[src/rtl/emu_pkg.sv]
// Shared definitions for the co-emulation host sequencer and its wrappers.
// Holds the sequencer state encoding, the default array sizes that the
// wrappers and the sequencer must agree on, and a counter-width helper.
package emu_pkg;

  typedef enum logic [3:0] {
    ST_RX,    // accepting stimulus bytes from the host
    ST_WR,    // settle cycle so the wrapper latches the last stimulus byte
    ST_LOAD,  // load_emu strobe
    ST_CLKH,  // clk_dut held high
    ST_CLKL,  // clk_dut held low
    ST_GET,   // get_emu strobe
    ST_RA,    // present read address to the wrapper
    ST_RC,    // capture wrapper read data
    ST_TX     // offer captured byte to the host
  } emu_state_t;

  localparam int EMU_NUM_STIM = 2;
  localparam int EMU_NUM_OUT  = 4;
  localparam int EMU_ADDR_W   = 3;

  // Bits needed to count 0..n-1, never less than one.
  function automatic int cnt_w(input int n);
    return (n < 2) ? 1 : $clog2(n);
  endfunction

endpackage

[src/rtl/emu_host_sequencer_if.sv]
// Emulation port bundle between the host sequencer and the host link /
// wrapper side.
//   rx_*      : host -> sequencer stimulus byte stream (valid/ready)
//   tx_*      : sequencer -> host output byte stream (valid/ready)
//   Din_emu, Addr_emu, load_emu, get_emu, clk_dut : drive the wrapper
//   Dout_emu  : registered read data from the wrapper
//   busy      : sequencer is not accepting stimulus
// master = sequencer side, slave = host link + wrapper side.
interface emu_host_sequencer_if
  import emu_pkg::*;
#(
  parameter int ADDR_W = EMU_ADDR_W
);

  logic [7:0]        rx_data;
  logic              rx_valid;
  logic              rx_ready;
  logic [7:0]        tx_data;
  logic              tx_valid;
  logic              tx_ready;
  logic [7:0]        Din_emu;
  logic [ADDR_W-1:0] Addr_emu;
  logic              load_emu;
  logic              get_emu;
  logic              clk_dut;
  logic [7:0]        Dout_emu;
  logic              busy;

  modport master (
    input  rx_data, rx_valid, tx_ready, Dout_emu,
    output rx_ready, tx_data, tx_valid, Din_emu, Addr_emu,
           load_emu, get_emu, clk_dut, busy
  );

  modport slave (
    output rx_data, rx_valid, tx_ready, Dout_emu,
    input  rx_ready, tx_data, tx_valid, Din_emu, Addr_emu,
           load_emu, get_emu, clk_dut, busy
  );

endinterface

[src/rtl/emu_host_sequencer.sv]
// Host-side transactor for the co-emulation port. Collects NUM_STIM bytes
// from the host into the wrapper stimulus array, strobes load_emu, runs one
// clk_dut cycle, strobes get_emu, then reads NUM_OUT bytes back and streams
// them to the host.
// Ports: clk_emu (single clock), reset (async, active high),
//        bus (emu_host_sequencer_if.master, see interface for signals).
// All outputs come straight from registers.
//
// state | meaning
// RX    | rx_ready=1, write each received byte to stimIn[si]
// WR    | hold last write one cycle so the wrapper latches it
// LOAD  | load_emu=1 for one cycle
// CLKH  | clk_dut=1 for CLK_HIGH cycles
// CLKL  | clk_dut=0 for CLK_LOW cycles
// GET   | get_emu=1 for one cycle, oi cleared
// RA    | Addr_emu=oi, wrapper registers Dout_emu
// RC    | capture Dout_emu into tx_data, raise tx_valid
// TX    | wait for tx_ready, then next byte or back to RX
module emu_host_sequencer
  import emu_pkg::*;
#(
  parameter int NUM_STIM = EMU_NUM_STIM,
  parameter int NUM_OUT  = EMU_NUM_OUT,
  parameter int ADDR_W   = EMU_ADDR_W,
  parameter int CLK_HIGH = 2,
  parameter int CLK_LOW  = 2
) (
  input logic                  clk_emu,
  input logic                  reset,
  emu_host_sequencer_if.master bus
);

  localparam int SI_W = cnt_w(NUM_STIM);
  localparam int OI_W = cnt_w(NUM_OUT);
  localparam int PH_W = cnt_w((CLK_HIGH > CLK_LOW) ? CLK_HIGH : CLK_LOW);

  emu_state_t        r_state;
  logic [SI_W-1:0]   r_si;
  logic [OI_W-1:0]   r_oi;
  logic [PH_W-1:0]   r_ph;
  logic              r_rx_ready;
  logic [7:0]        r_tx_data;
  logic              r_tx_valid;
  logic [7:0]        r_din;
  logic [ADDR_W-1:0] r_addr;
  logic              r_load;
  logic              r_get;
  logic              r_clk_dut;
  logic              r_busy;

  logic w_rx_fire;
  logic w_tx_fire;

  assign w_rx_fire = bus.rx_valid & r_rx_ready;
  assign w_tx_fire = bus.tx_ready & r_tx_valid;

  always_ff @(posedge clk_emu or posedge reset) begin
    if (reset) begin
      r_state    <= ST_RX;
      r_si       <= '0;
      r_oi       <= '0;
      r_ph       <= '0;
      r_rx_ready <= 1'b0;
      r_tx_data  <= '0;
      r_tx_valid <= 1'b0;
      r_din      <= '0;
      r_addr     <= '0;
      r_load     <= 1'b0;
      r_get      <= 1'b0;
      r_clk_dut  <= 1'b0;
      r_busy     <= 1'b0;
    end else begin
      case (r_state)
        ST_RX: begin
          r_rx_ready <= 1'b1;
          if (w_rx_fire) begin
            r_din  <= bus.rx_data;
            r_addr <= ADDR_W'(r_si);
            if (r_si == SI_W'(NUM_STIM - 1)) begin
              r_si       <= '0;
              r_rx_ready <= 1'b0;
              r_busy     <= 1'b1;
              r_state    <= ST_WR;
            end else begin
              r_si <= r_si + SI_W'(1);
            end
          end
        end
        ST_WR: begin
          r_load  <= 1'b1;
          r_state <= ST_LOAD;
        end
        ST_LOAD: begin
          r_load    <= 1'b0;
          r_clk_dut <= 1'b1;
          r_ph      <= PH_W'(CLK_HIGH - 1);
          r_state   <= ST_CLKH;
        end
        ST_CLKH: begin
          if (r_ph == '0) begin
            r_clk_dut <= 1'b0;
            r_ph      <= PH_W'(CLK_LOW - 1);
            r_state   <= ST_CLKL;
          end else begin
            r_ph <= r_ph - PH_W'(1);
          end
        end
        ST_CLKL: begin
          if (r_ph == '0) begin
            r_get   <= 1'b1;
            r_oi    <= '0;
            r_state <= ST_GET;
          end else begin
            r_ph <= r_ph - PH_W'(1);
          end
        end
        ST_GET: begin
          r_get   <= 1'b0;
          r_addr  <= '0;
          r_din   <= '0;
          r_state <= ST_RA;
        end
        ST_RA: begin
          r_state <= ST_RC;
        end
        ST_RC: begin
          r_tx_data  <= bus.Dout_emu;
          r_tx_valid <= 1'b1;
          r_state    <= ST_TX;
        end
        ST_TX: begin
          if (w_tx_fire) begin
            r_tx_valid <= 1'b0;
            if (r_oi == OI_W'(NUM_OUT - 1)) begin
              r_si       <= '0;
              r_rx_ready <= 1'b1;
              r_busy     <= 1'b0;
              r_state    <= ST_RX;
            end else begin
              // Address of the next byte must already be on the bus in RA.
              r_oi    <= r_oi + OI_W'(1);
              r_addr  <= ADDR_W'(r_oi + OI_W'(1));
              r_din   <= '0;
              r_state <= ST_RA;
            end
          end
        end
        default: r_state <= ST_RX;
      endcase
    end
  end

  assign bus.rx_ready = r_rx_ready;
  assign bus.tx_data  = r_tx_data;
  assign bus.tx_valid = r_tx_valid;
  assign bus.Din_emu  = r_din;
  assign bus.Addr_emu = r_addr;
  assign bus.load_emu = r_load;
  assign bus.get_emu  = r_get;
  assign bus.clk_dut  = r_clk_dut;
  assign bus.busy     = r_busy;

endmodule

[src/flat_wrapper.sv]
// flat-port wrapper written by rule: the top's interface ports become plain ports
module emu_host_sequencer_flat import emu_pkg::*;
#(
  parameter int NUM_STIM = EMU_NUM_STIM,
  parameter int NUM_OUT  = EMU_NUM_OUT,
  parameter int ADDR_W   = EMU_ADDR_W,
  parameter int CLK_HIGH = 2,
  parameter int CLK_LOW  = 2
)
  (clk_emu, reset, bus_rx_data, bus_rx_valid, bus_tx_ready, bus_Dout_emu, bus_rx_ready, bus_tx_data, bus_tx_valid, bus_Din_emu, bus_Addr_emu, bus_load_emu, bus_get_emu, bus_clk_dut, bus_busy);
  emu_host_sequencer_if #(.ADDR_W(ADDR_W)) bus_i ();
  input logic clk_emu;
  input logic reset;
  input wire logic [$bits(bus_i.rx_data)-1:0] bus_rx_data;
  input wire logic [$bits(bus_i.rx_valid)-1:0] bus_rx_valid;
  input wire logic [$bits(bus_i.tx_ready)-1:0] bus_tx_ready;
  input wire logic [$bits(bus_i.Dout_emu)-1:0] bus_Dout_emu;
  output wire logic [$bits(bus_i.rx_ready)-1:0] bus_rx_ready;
  output wire logic [$bits(bus_i.tx_data)-1:0] bus_tx_data;
  output wire logic [$bits(bus_i.tx_valid)-1:0] bus_tx_valid;
  output wire logic [$bits(bus_i.Din_emu)-1:0] bus_Din_emu;
  output wire logic [$bits(bus_i.Addr_emu)-1:0] bus_Addr_emu;
  output wire logic [$bits(bus_i.load_emu)-1:0] bus_load_emu;
  output wire logic [$bits(bus_i.get_emu)-1:0] bus_get_emu;
  output wire logic [$bits(bus_i.clk_dut)-1:0] bus_clk_dut;
  output wire logic [$bits(bus_i.busy)-1:0] bus_busy;
  assign bus_i.rx_data = bus_rx_data;
  assign bus_i.rx_valid = bus_rx_valid;
  assign bus_i.tx_ready = bus_tx_ready;
  assign bus_i.Dout_emu = bus_Dout_emu;
  assign bus_rx_ready = bus_i.rx_ready;
  assign bus_tx_data = bus_i.tx_data;
  assign bus_tx_valid = bus_i.tx_valid;
  assign bus_Din_emu = bus_i.Din_emu;
  assign bus_Addr_emu = bus_i.Addr_emu;
  assign bus_load_emu = bus_i.load_emu;
  assign bus_get_emu = bus_i.get_emu;
  assign bus_clk_dut = bus_i.clk_dut;
  assign bus_busy = bus_i.busy;
  emu_host_sequencer #(.NUM_STIM(NUM_STIM), .NUM_OUT(NUM_OUT), .ADDR_W(ADDR_W), .CLK_HIGH(CLK_HIGH), .CLK_LOW(CLK_LOW)) u_core (.clk_emu(clk_emu), .reset(reset), .bus(bus_i));
endmodule
[config.mk]
export PLATFORM = sky130hd
export DESIGN_NAME = emu_host_sequencer_flat
export DESIGN_NICKNAME = d
export VERILOG_FILES = /design/src/rtl/emu_pkg.sv /design/src/rtl/emu_host_sequencer_if.sv /design/src/rtl/emu_host_sequencer.sv /design/src/flat_wrapper.sv
export SDC_FILE = /design/constraint.sdc
export NUM_CORES = 1
export LEC_CHECK = 0
export ABC_AREA = 1
export BUFFER_PORTS_ARGS = -buffer_cell sky130_fd_sc_hd__buf_2
export CORE_MARGIN = 1.5
export CORE_UTILIZATION = 55
export DETAILED_ROUTE_END_ITERATION = 6
export HOLD_SLACK_MARGIN = 0.03
export PLACE_DENSITY = 0.8
export SETUP_SLACK_MARGIN = 0.05
export SYNTH_ARGS = -nofsm -noshare
export SYNTH_HDL_FRONTEND = slang
export SYNTH_SLANG_ARGS = --single-unit
[constraint.sdc]
create_clock -name clk_emu -period 2.25 [get_ports clk_emu]
set_clock_uncertainty 0.15 [all_clocks]
set_input_delay 0.1125 -clock clk_emu [delete_from_list [all_inputs] [get_ports clk_emu]]
set_output_delay 0.1125 -clock clk_emu [all_outputs]
set_load 0.005 [all_outputs]
Word level (Yosys, flattened, before mapping):

Index checks and enable logic that the tools add are counted.

* $add $sub $neg: 4
* multiply operators: 0
* divide/modulo/power cells: 0
* $lt $le $gt $ge: 0
* equality and inequality tests: 16
* shift operators: 0
* muxes and demuxes: 42
* bitwise operators: 2
* reduce and logical (&&, ||, !) cells: 18

Operators by type and width (number)
* 4-bit one-hot mux with 9 select lines: 1
* 8-bit two-way mux: 3
* 8-bit one-hot mux with 3 select lines: 1
* 4-bit two-way mux: 5
* 4-bit by 3-bit == test with 1-bit output, second input constant: 4
* 1-bit two-way mux: 15
* 1-bit one-hot mux with 2 select lines: 7
* 3-bit two-way mux: 4
* 4-bit AND reduction: 3
* 2-bit nonzero test: 6
* 5-bit AND reduction: 2
* 3-bit one-hot mux with 3 select lines: 1
* 4-bit by 2-bit == test with 1-bit output, second input constant: 2
* 2-bit by 1-bit != test with 1-bit output, second input constant: 4
* 2-bit two-way mux: 3
* 2-bit != test, second input constant: 3
* 2-bit AND reduction: 3
* 3-bit nonzero test: 2
* 4-bit by 1-bit == test with 1-bit output, second input constant: 1
* 4-bit == test, second input constant: 1
* 4-bit zero test: 1
* 2-bit one-hot mux with 2 select lines: 1
* 2-bit by 1-bit adder with 3-bit output, second input constant: 1
* 1-bit one-hot mux with 3 select lines: 1
* other kinds (6): 7

* flip-flop bits (word level): 33
* latch bits: 0
* RAM bits: 0
* memory bits (read-only): 0
* output and inout port bits: 25
* memories: 0

Longest topological paths before layout:

Gate-level depths: netlist of the first run.

* word-level depth: 4
* depth in mapped cells: 9
* mapped depth without buffers: 9

Least setup slack after synthesis of the first run:

Ideal clock, no wire load.

* kind: reg2reg
* from: register u_core.r_state[0]
* to: register u_core.r_oi[0]
* setup time: 121 ps
* arrival time: 1094 ps
* path slack: 886 ps
* stages on the path, launching flop included: 9
* clock period less this slack: 1364 ps
* cell sequence: dfrtp_1 inv_2 nand2_2 nor2_1 nand2_1 nand2_1 nand2_1 nand2_1 o21ai_1

* word-level cells in the longest chain between the ends: 3

RTL lines
* from (decl): RTL line emu_host_sequencer.sv:37 `emu_state_t r_state;`
* from (signal assigned): RTL line emu_host_sequencer.sv:59 `r_state <= ST_RX;`
* from (signal assigned): RTL line emu_host_sequencer.sv:83 `r_state <= ST_WR;`
* from (signal assigned): RTL line emu_host_sequencer.sv:91 `r_state <= ST_LOAD;`
* 4-bit == test / 4-bit by 3-bit == test with 1-bit output (equally long branches): RTL line emu_host_sequencer.sv:73 `case (r_state)`
* 2-bit by 1-bit != test with 1-bit output (no source line) (tied with other cells)
* 4-bit AND reduction (no source line)
* to (signal assigned): RTL line emu_host_sequencer.sv:141 `r_oi <= r_oi + OI_W'(1);`
* to (decl): RTL line emu_host_sequencer.sv:39 `logic [OI_W-1:0] r_oi;`

Parallel ways exist; a longest one is shown, timed or not.
A chain may end at the register's enable or synchronous reset.

Final worst setup path of the first run:

* from: register u_core.r_state[3]
* to: register u_core.r_tx_data[6], in the netlist u_core.bus.tx_data[6]

* word-level cells in the longest chain between the ends: 1

RTL lines
* 4-bit by 3-bit == test with 1-bit output: RTL line emu_host_sequencer.sv:73
* to (signal assigned): RTL line emu_host_sequencer.sv:127 `r_tx_data <= bus.Dout_emu;`
* to (decl): RTL line emu_host_sequencer.sv:42 `logic [7:0] r_tx_data;`

Every way passes these cells.

==> results of run 1 <==
==> registers in the layout, indices dropped and copies added (netlist names) <==
register	cells
u_core.bus.Addr_emu	3
u_core.bus.Din_emu	8
u_core.bus.busy	1
u_core.bus.clk_dut	1
u_core.bus.get_emu	1
u_core.bus.load_emu	1
u_core.bus.rx_ready	1
u_core.bus.tx_data	8
u_core.bus.tx_valid	1
u_core.r_oi	2
u_core.r_ph	1
u_core.r_si	1
u_core.r_state	4
==> placed cells by master, fill, tap and decap left out <==
cell           Yosys  final
clkinv_2           0      2
nor2_8             2      2
nand3_1            6      6
nand3_2            2      2
nand4_1            2      2
dlygate4sd3_1      0     18
nand2_2            6      6
nand2_4            2      2
nor2_1            16     16
buf_4              0      1
or2_1              1      1
o21ai_1            3      3
o21ai_0            5      5
nand2_1           98     98
nor2_2             7      7
inv_2              6      6
clkinvlp_4         0      1
buf_2              0     44
o31ai_1            1      1
clkbuf_4           0      5
ha_1               1      1
inv_1             15     15
dfrtp_1           33     33
==> how the worst max path moves through the flow <==
stage	slack (ns)	depth (start not counted)	endpoint
CTS	0.68	6	u_core.bus.tx_data[1]
detailed placement	0.70	6	u_core.bus.tx_data[1]
global route	0.52	8	u_core.r_oi[0]
global placement	0.73	5	u_core.bus.tx_data[1]
floorplan	0.89	8	u_core.r_oi[0]
finish	0.66	6	u_core.bus.tx_data[6]
==> layer usage <==
| metal | part of all wire | up-vias | track usage |
|---|---|---|---|
| met5 | 0 | - | 0 |
| li1 | - | 771 | - |
| met2 | 0.48 | 42 | 0.402 |
| met4 | 0.0092 | 0 | 0.0764 |
| met3 | 0.043 | 4 | 0.0748 |
| met1 | 0.46 | 653 | 0.337 |
==> where the power goes <==
group,switching [mW],internal [mW]
registers,0.181,0.851
logic,0.747,0.477
clock network,0.211,0.118
==> metrics by stage <==
step / std cells / util / setup slack [ns] / instance area [sq um]
final: 308 / 0.758 / 0.657 / 2110
after global routing: 308 / 0.758 / 0.518 / 2110
after CTS: 308 / 0.758 / 0.684 / 2110
after detailed placement: 282 / 0.673 / 0.699 / 1870
after global placement: 282 / 0.673 / 0.733 / 1870
after floorplan: 207 / - / 0.886 / 1620
==> cell families after synthesis <==
family          synth area share
simple gates               0.396
flops                      0.511
buf+inv                   0.0557
compound gates            0.0294
fa+ha+maj                0.00774
==> timing repair <==
item,4_1_cts,5_1_grt
endpoints found under the hold margin,50,0
setup endpoints to repair,0,0
hold buffers,18,0
==> cell type report <==
| class | count | area [sq um] | share of cell area |
|---|---|---|---|
| sequential | 33 | 826 | 0.392 |
| inverter | 21 | 78.8 | 0.0374 |
| tap | 31 | 38.8 | 0.0184 |
| multi-input combinational | 152 | 701 | 0.333 |
| clock inverter | 3 | 17.5 | 0.00831 |
| timing repair buffer | 63 | 408 | 0.194 |
| clock buffer | 5 | 37.5 | 0.0178 |
==> critical path, stage by stage (launching register included) <==
cell,delay (ns)
dfrtp_1,0.46
inv_2,0.10
nand2_1,0.07
nor2_2,0.34
inv_2,0.18
nand2_1,0.10
nand2_1,0.07
==> results.cfg, run 1 <==
[drt]
ant_nets = 0
wl_per_cell_um = 12.0
drt_wl_total_um = 3680
drt-pass1-iter-count = 4
first_iter_violations = 44
drc_errors = 0
vias = 1470
viasPerCell = 4.77

[timing]
worstMarginPinSlew_ns = 0.422
tns_ns = 0
slew_headroom = 0.718
rsz0062_at_grt = false
fin_hold_ws_ns = 0.0351
post-route-period-util = 0.708
hold_violations = 0
fmax_mhz = 628
report.final.slew_viol_count = 0
finalSetupViolCount = 0
min_period_ns = 1.59

[synth]
synthArstFlopShare = 1.00
synth_top_area_share = 0.511
synth_top_flop_cell = dfrtp_1
syn-num-nets = 228
ys_warn_count = 0
netlist_top_cells_area = dfrtp_1 51%, nand2_1 23%, nor2_1 3.7%
synthDistinctLibCells = 18
synth_edf_count = 0
ys_seq_area_frac = 0.511
syn_area_per_cell_sq_um = 7.81
synthTopCellsByCount = 98 x nand2_1, 33 x dfrtp_1, 16 x nor2_1
synth_area_sq_um = 1620
synth.largest_area_cell = dfrtp_1
yosysMostFrequentCell = nand2_1
syn_inst = 207
ys_ff_latch = 33

[grt]
grt_first_pass_wirelength_um = 6260
grt_max_degree = 34
overflow = 0
grt_usage = 0.253
grt_antenna_before_repair = 0
grt_pass1_vias = 1377

[clock_tree]
htree_levels = 2
cts_tree = yes
postCtsSetupRepairBufs = 0
clk_pin_slew_ns = 0.11
clockRootBuffer = clkbuf_4
clock_path_buffers = 2
cts-buffers-inserted = 5
cts.sinks = 33
worstSkewPairLatency_ns = 0.32
cts_resized = 0

[final_layout]
nNetsFinal = 297
fill_cells = 211
antenna_cells = 0
syn_to_final_growth_pct = 30.3
layout-drive-gt1-share = 0.282

[worst_setup_path]
r2r_cells = 6
start_kind = flip-flop
worst-setup-path-type = flip-flop to flip-flop
rr_endpoint = u_core.bus.tx_data[6]
crit_fanout = 10
worstPathArrival_ns = 1.66
critPathCaptureType = flip-flop
cp.required_ns = 2.31
reg2reg_from = u_core.r_state[3]
r2r_slack_ns = 0.66
startpoint = u_core.r_state[3]

[pwr]
p_leak_nw = 1.23
ir_drop_v = 0.000971
p_total_mw = 2.58
power.density_nw_per_um2 = 1230

[hold_path]
hold_depth = 4
hold_start = bus_tx_ready
hp-class = input pin to flip-flop
whs_endpoint = u_core.r_state[3]

[run]
maxCapViolCount = 0

[placed_design]
portBuffers = 44
gp_congestion = 0.837
dpl.hpwl_um = 2360

[floorplanning]
ios = 45
rows = 19
core_sq_um = 2780
die_y_um = 57.2
die_w_um = 57.2
dieArea_sq_um = 3270
start_util = 0.581

[outcome]
outcome = finished clean
Power figures use the tool's default switching activity.
==> inputs of run 2 (changes only) <==
ABC_AREA = 0   (was 1)
CORE_UTILIZATION = 52   (was 55)
PLACE_DENSITY = 0.76   (was 0.8)
clock period = 1.55 ns   (was 2.25 ns; I/O delays follow)
==> run 2 against run 1 <==
  * The flow now finishes with violations (setup timing)
  * Highest routed layer unchanged
  * Critical path depth unchanged
  * Power up 110%
  * Register-to-register slack lost 1.1 ns
  * Global-route usage increased by 6.2 points
  * Synthesized cell count down 27%
  * Worst setup slack got worse by 1.1 ns
  * Non-clock buffer count increased by 43
  * Die area grew 8.9%
  * Count of clock-buffer cells in the layout up 2
  * Sequential power up 59%
  * Critical path type unchanged
  * Core utilization up 14 points
==> results.cfg, run 2 <==
[synth]
synth_top_area_share = 0.494
synth.largest_area_cell = dfrtp_1
syn_area_per_cell_sq_um = 11.0
netlist_top_cells_area = dfrtp_1 49%, mux2_4 7.2%, mux2i_1 4.8%
synth_area_sq_um = 1670
syn-num-nets = 173
synthArstFlopShare = 1.00
ys_warn_count = 0
yosysMostFrequentCell = dfrtp_1
ys_seq_area_frac = 0.494
syn_inst = 152
synthDistinctLibCells = 44
synth_top_flop_cell = dfrtp_1
synth_edf_count = 0
synthTopCellsByCount = 33 x dfrtp_1, 14 x inv_1, 14 x nand2_1
ys_ff_latch = 33

[floorplanning]
core_sq_um = 3050
die_y_um = 59.7
ios = 45
die_w_um = 59.7
dieArea_sq_um = 3560
rows = 20
start_util = 0.548

[drt]
drt_wl_total_um = 5910
ant_nets = 0
wl_per_cell_um = 19.4
first_iter_violations = 154
viasPerCell = 5.74
drc_errors = 0
drt-pass1-iter-count = 5
vias = 1751

[clock_tree]
worstSkewPairLatency_ns = 0.34
clock_path_buffers = 2
htree_levels = 2
cts.sinks = 33
cts_tree = yes
cts-buffers-inserted = 5
clk_pin_slew_ns = 0.11
clockRootBuffer = clkbuf_4

[timing]
worstMarginPinSlew_ns = 0.417
finalSetupViolCount = 27
hold_violations = 0
fin_hold_ws_ns = 0.0983
fin_ws_ns = -0.417
report.final.slew_viol_count = 0
fmax_mhz = 508
min_period_ns = 1.97
rsz0062_at_grt = true
slew_headroom = 0.722
post-route-period-util = 1.27

[pwr]
p_clk_frac = 0.130
power.density_nw_per_um2 = 1950
swShare = 0.398
ir_drop_v = 0.00129
p_leak_nw = 1.31
seq_power_share = 0.307
intPower_mw = 3.21
switchingPower_mw = 2.12
combPwrFrac = 0.563

[placed_design]
portBuffers = 44
dp_slack_ns = -0.364
gp_congestion = 0.790
placed_area_sq_um = 2120
dpl.hpwl_um = 2780

[worst_setup_path]
startpoint = u_core.r_oi[1]
cp.required_ns = 1.65
r2r_cells = 6
reg2reg_from = u_core.r_oi[1]
worstPathArrival_ns = 2.06
cp-endpoint = u_core.bus.Din_emu[0]
critPathCaptureType = flip-flop
rr_endpoint = u_core.bus.Din_emu[0]
crit_fanout = 4
worst-setup-path-type = flip-flop to flip-flop
r2r_slack_ns = -0.42
start_kind = flip-flop

[final_layout]
layout_common_cells = 45 x buf_2, 30 x buf_4, 30 x dfrtp_1
multi_input_area_sq_um = 923
final_area_sq_um = 2730
ff_latch_area_sq_um = 830
nNetsFinal = 281
fill_cells = 136
syn_to_final_growth_pct = 63.3
antenna_cells = 0
layout-drive-gt1-share = 0.544
final_common_cell = buf_2

[hold_path]
hp-class = input pin to flip-flop
hold_depth = 5

[grt]
grt_antenna_before_repair = 0
grt_usage = 0.315
grt_max_degree = 34
grt_pass1_vias = 1735
overflow = 0
grt_first_pass_wirelength_um = 8090

[outcome]
outcome = finished with violations
violations = setup timing

[run]
maxCapViolCount = 0
## run 2: kinds of logic (layout without fill, tap and decap cells)
family          after synthesis  in the layout  share of synthesized area
compound gates               35             35                      0.132
fa+ha+maj                     1              1                    0.00748
mux                          18             18                      0.133
simple gates                 45             46                      0.174
flops                        33             33                      0.494
buf+inv                      20            128                     0.0584
## run 2: per-stage QoR
stage | utilization | instances | power, mW | TNS [ns]
2_1_floorplan | - | 152 | 2.77 | -1.73
3_3_place_gp | 0.693 | 260 | 3.49 | -2.53
3_5_place_dp | 0.693 | 260 | 3.60 | -4.10
4_1_cts | 0.840 | 296 | 4.73 | -3.17
5_1_grt | 0.894 | 305 | 5.56 | -6.27
6_report | 0.894 | 305 | 5.33 | -4.58
## run 2: worst min-delay path by stage
stage | from | end | slack [ns]
CTS | bus_rx_valid | u_core.r_state[2] | 0.06
global route | bus_rx_valid | u_core.r_state[0] | 0.11
detailed placement | reset | u_core.bus.tx_data[6] | 0.03
floorplan | reset | u_core.bus.Addr_emu[0] | 0.06
global placement | reset | u_core.bus.tx_data[6] | 0.03
finish | bus_rx_valid | u_core.r_state[0] | 0.1
## run 2: layout make-up
cell class | instances | area share
multi-input cells | 100 | 0.338
flip-flops and latches | 33 | 0.304
repair buffers | 106 | 0.287
clock buffers | 7 | 0.0202
well taps | 44 | 0.0202
inverters | 14 | 0.0192
clock inverters | 1 | 0.0110
## run 2: repair_timing
action | in CTS | in global routing
endpoints found under the hold margin | 50 | 0
hold buffers | 19 | 0
cloned | 2 | 0
pin swaps | 10 | 9
buffers inserted | 7 | 10
gates resized for setup | 27 | 32
setup endpoints to repair | 31 | 32
## run 2: layer usage
metal | share of wire | global-route usage | vias up
li1 | - | - | 760
met1 | 0.36 | 0.364 | 859
met3 | 0.067 | 0.0671 | 26
met5 | 0 | 0 | -
met4 | 0.033 | 0.149 | 0
met2 | 0.54 | 0.550 | 106
## run 2: critical path, cell delays in order (launching register included)
cell      delay, ns
dfrtp_1        0.44
ha_4           0.18
nand4b_1       0.17
a211o_1        0.30
a21oi_4        0.18
buf_4          0.18
mux2i_1        0.28
## run 2: power by group through the flow
stage | sequential (mW) | combinational (mW) | clock [mW]
CTS | 1.57 | 2.48 | 0.679
floorplan | 1.53 | 1.23 | 0
global placement | 1.58 | 1.91 | 0
global route | 1.67 | 3.16 | 0.732
finish | 1.64 | 3.00 | 0.691
detailed placement | 1.59 | 2.00 | 0
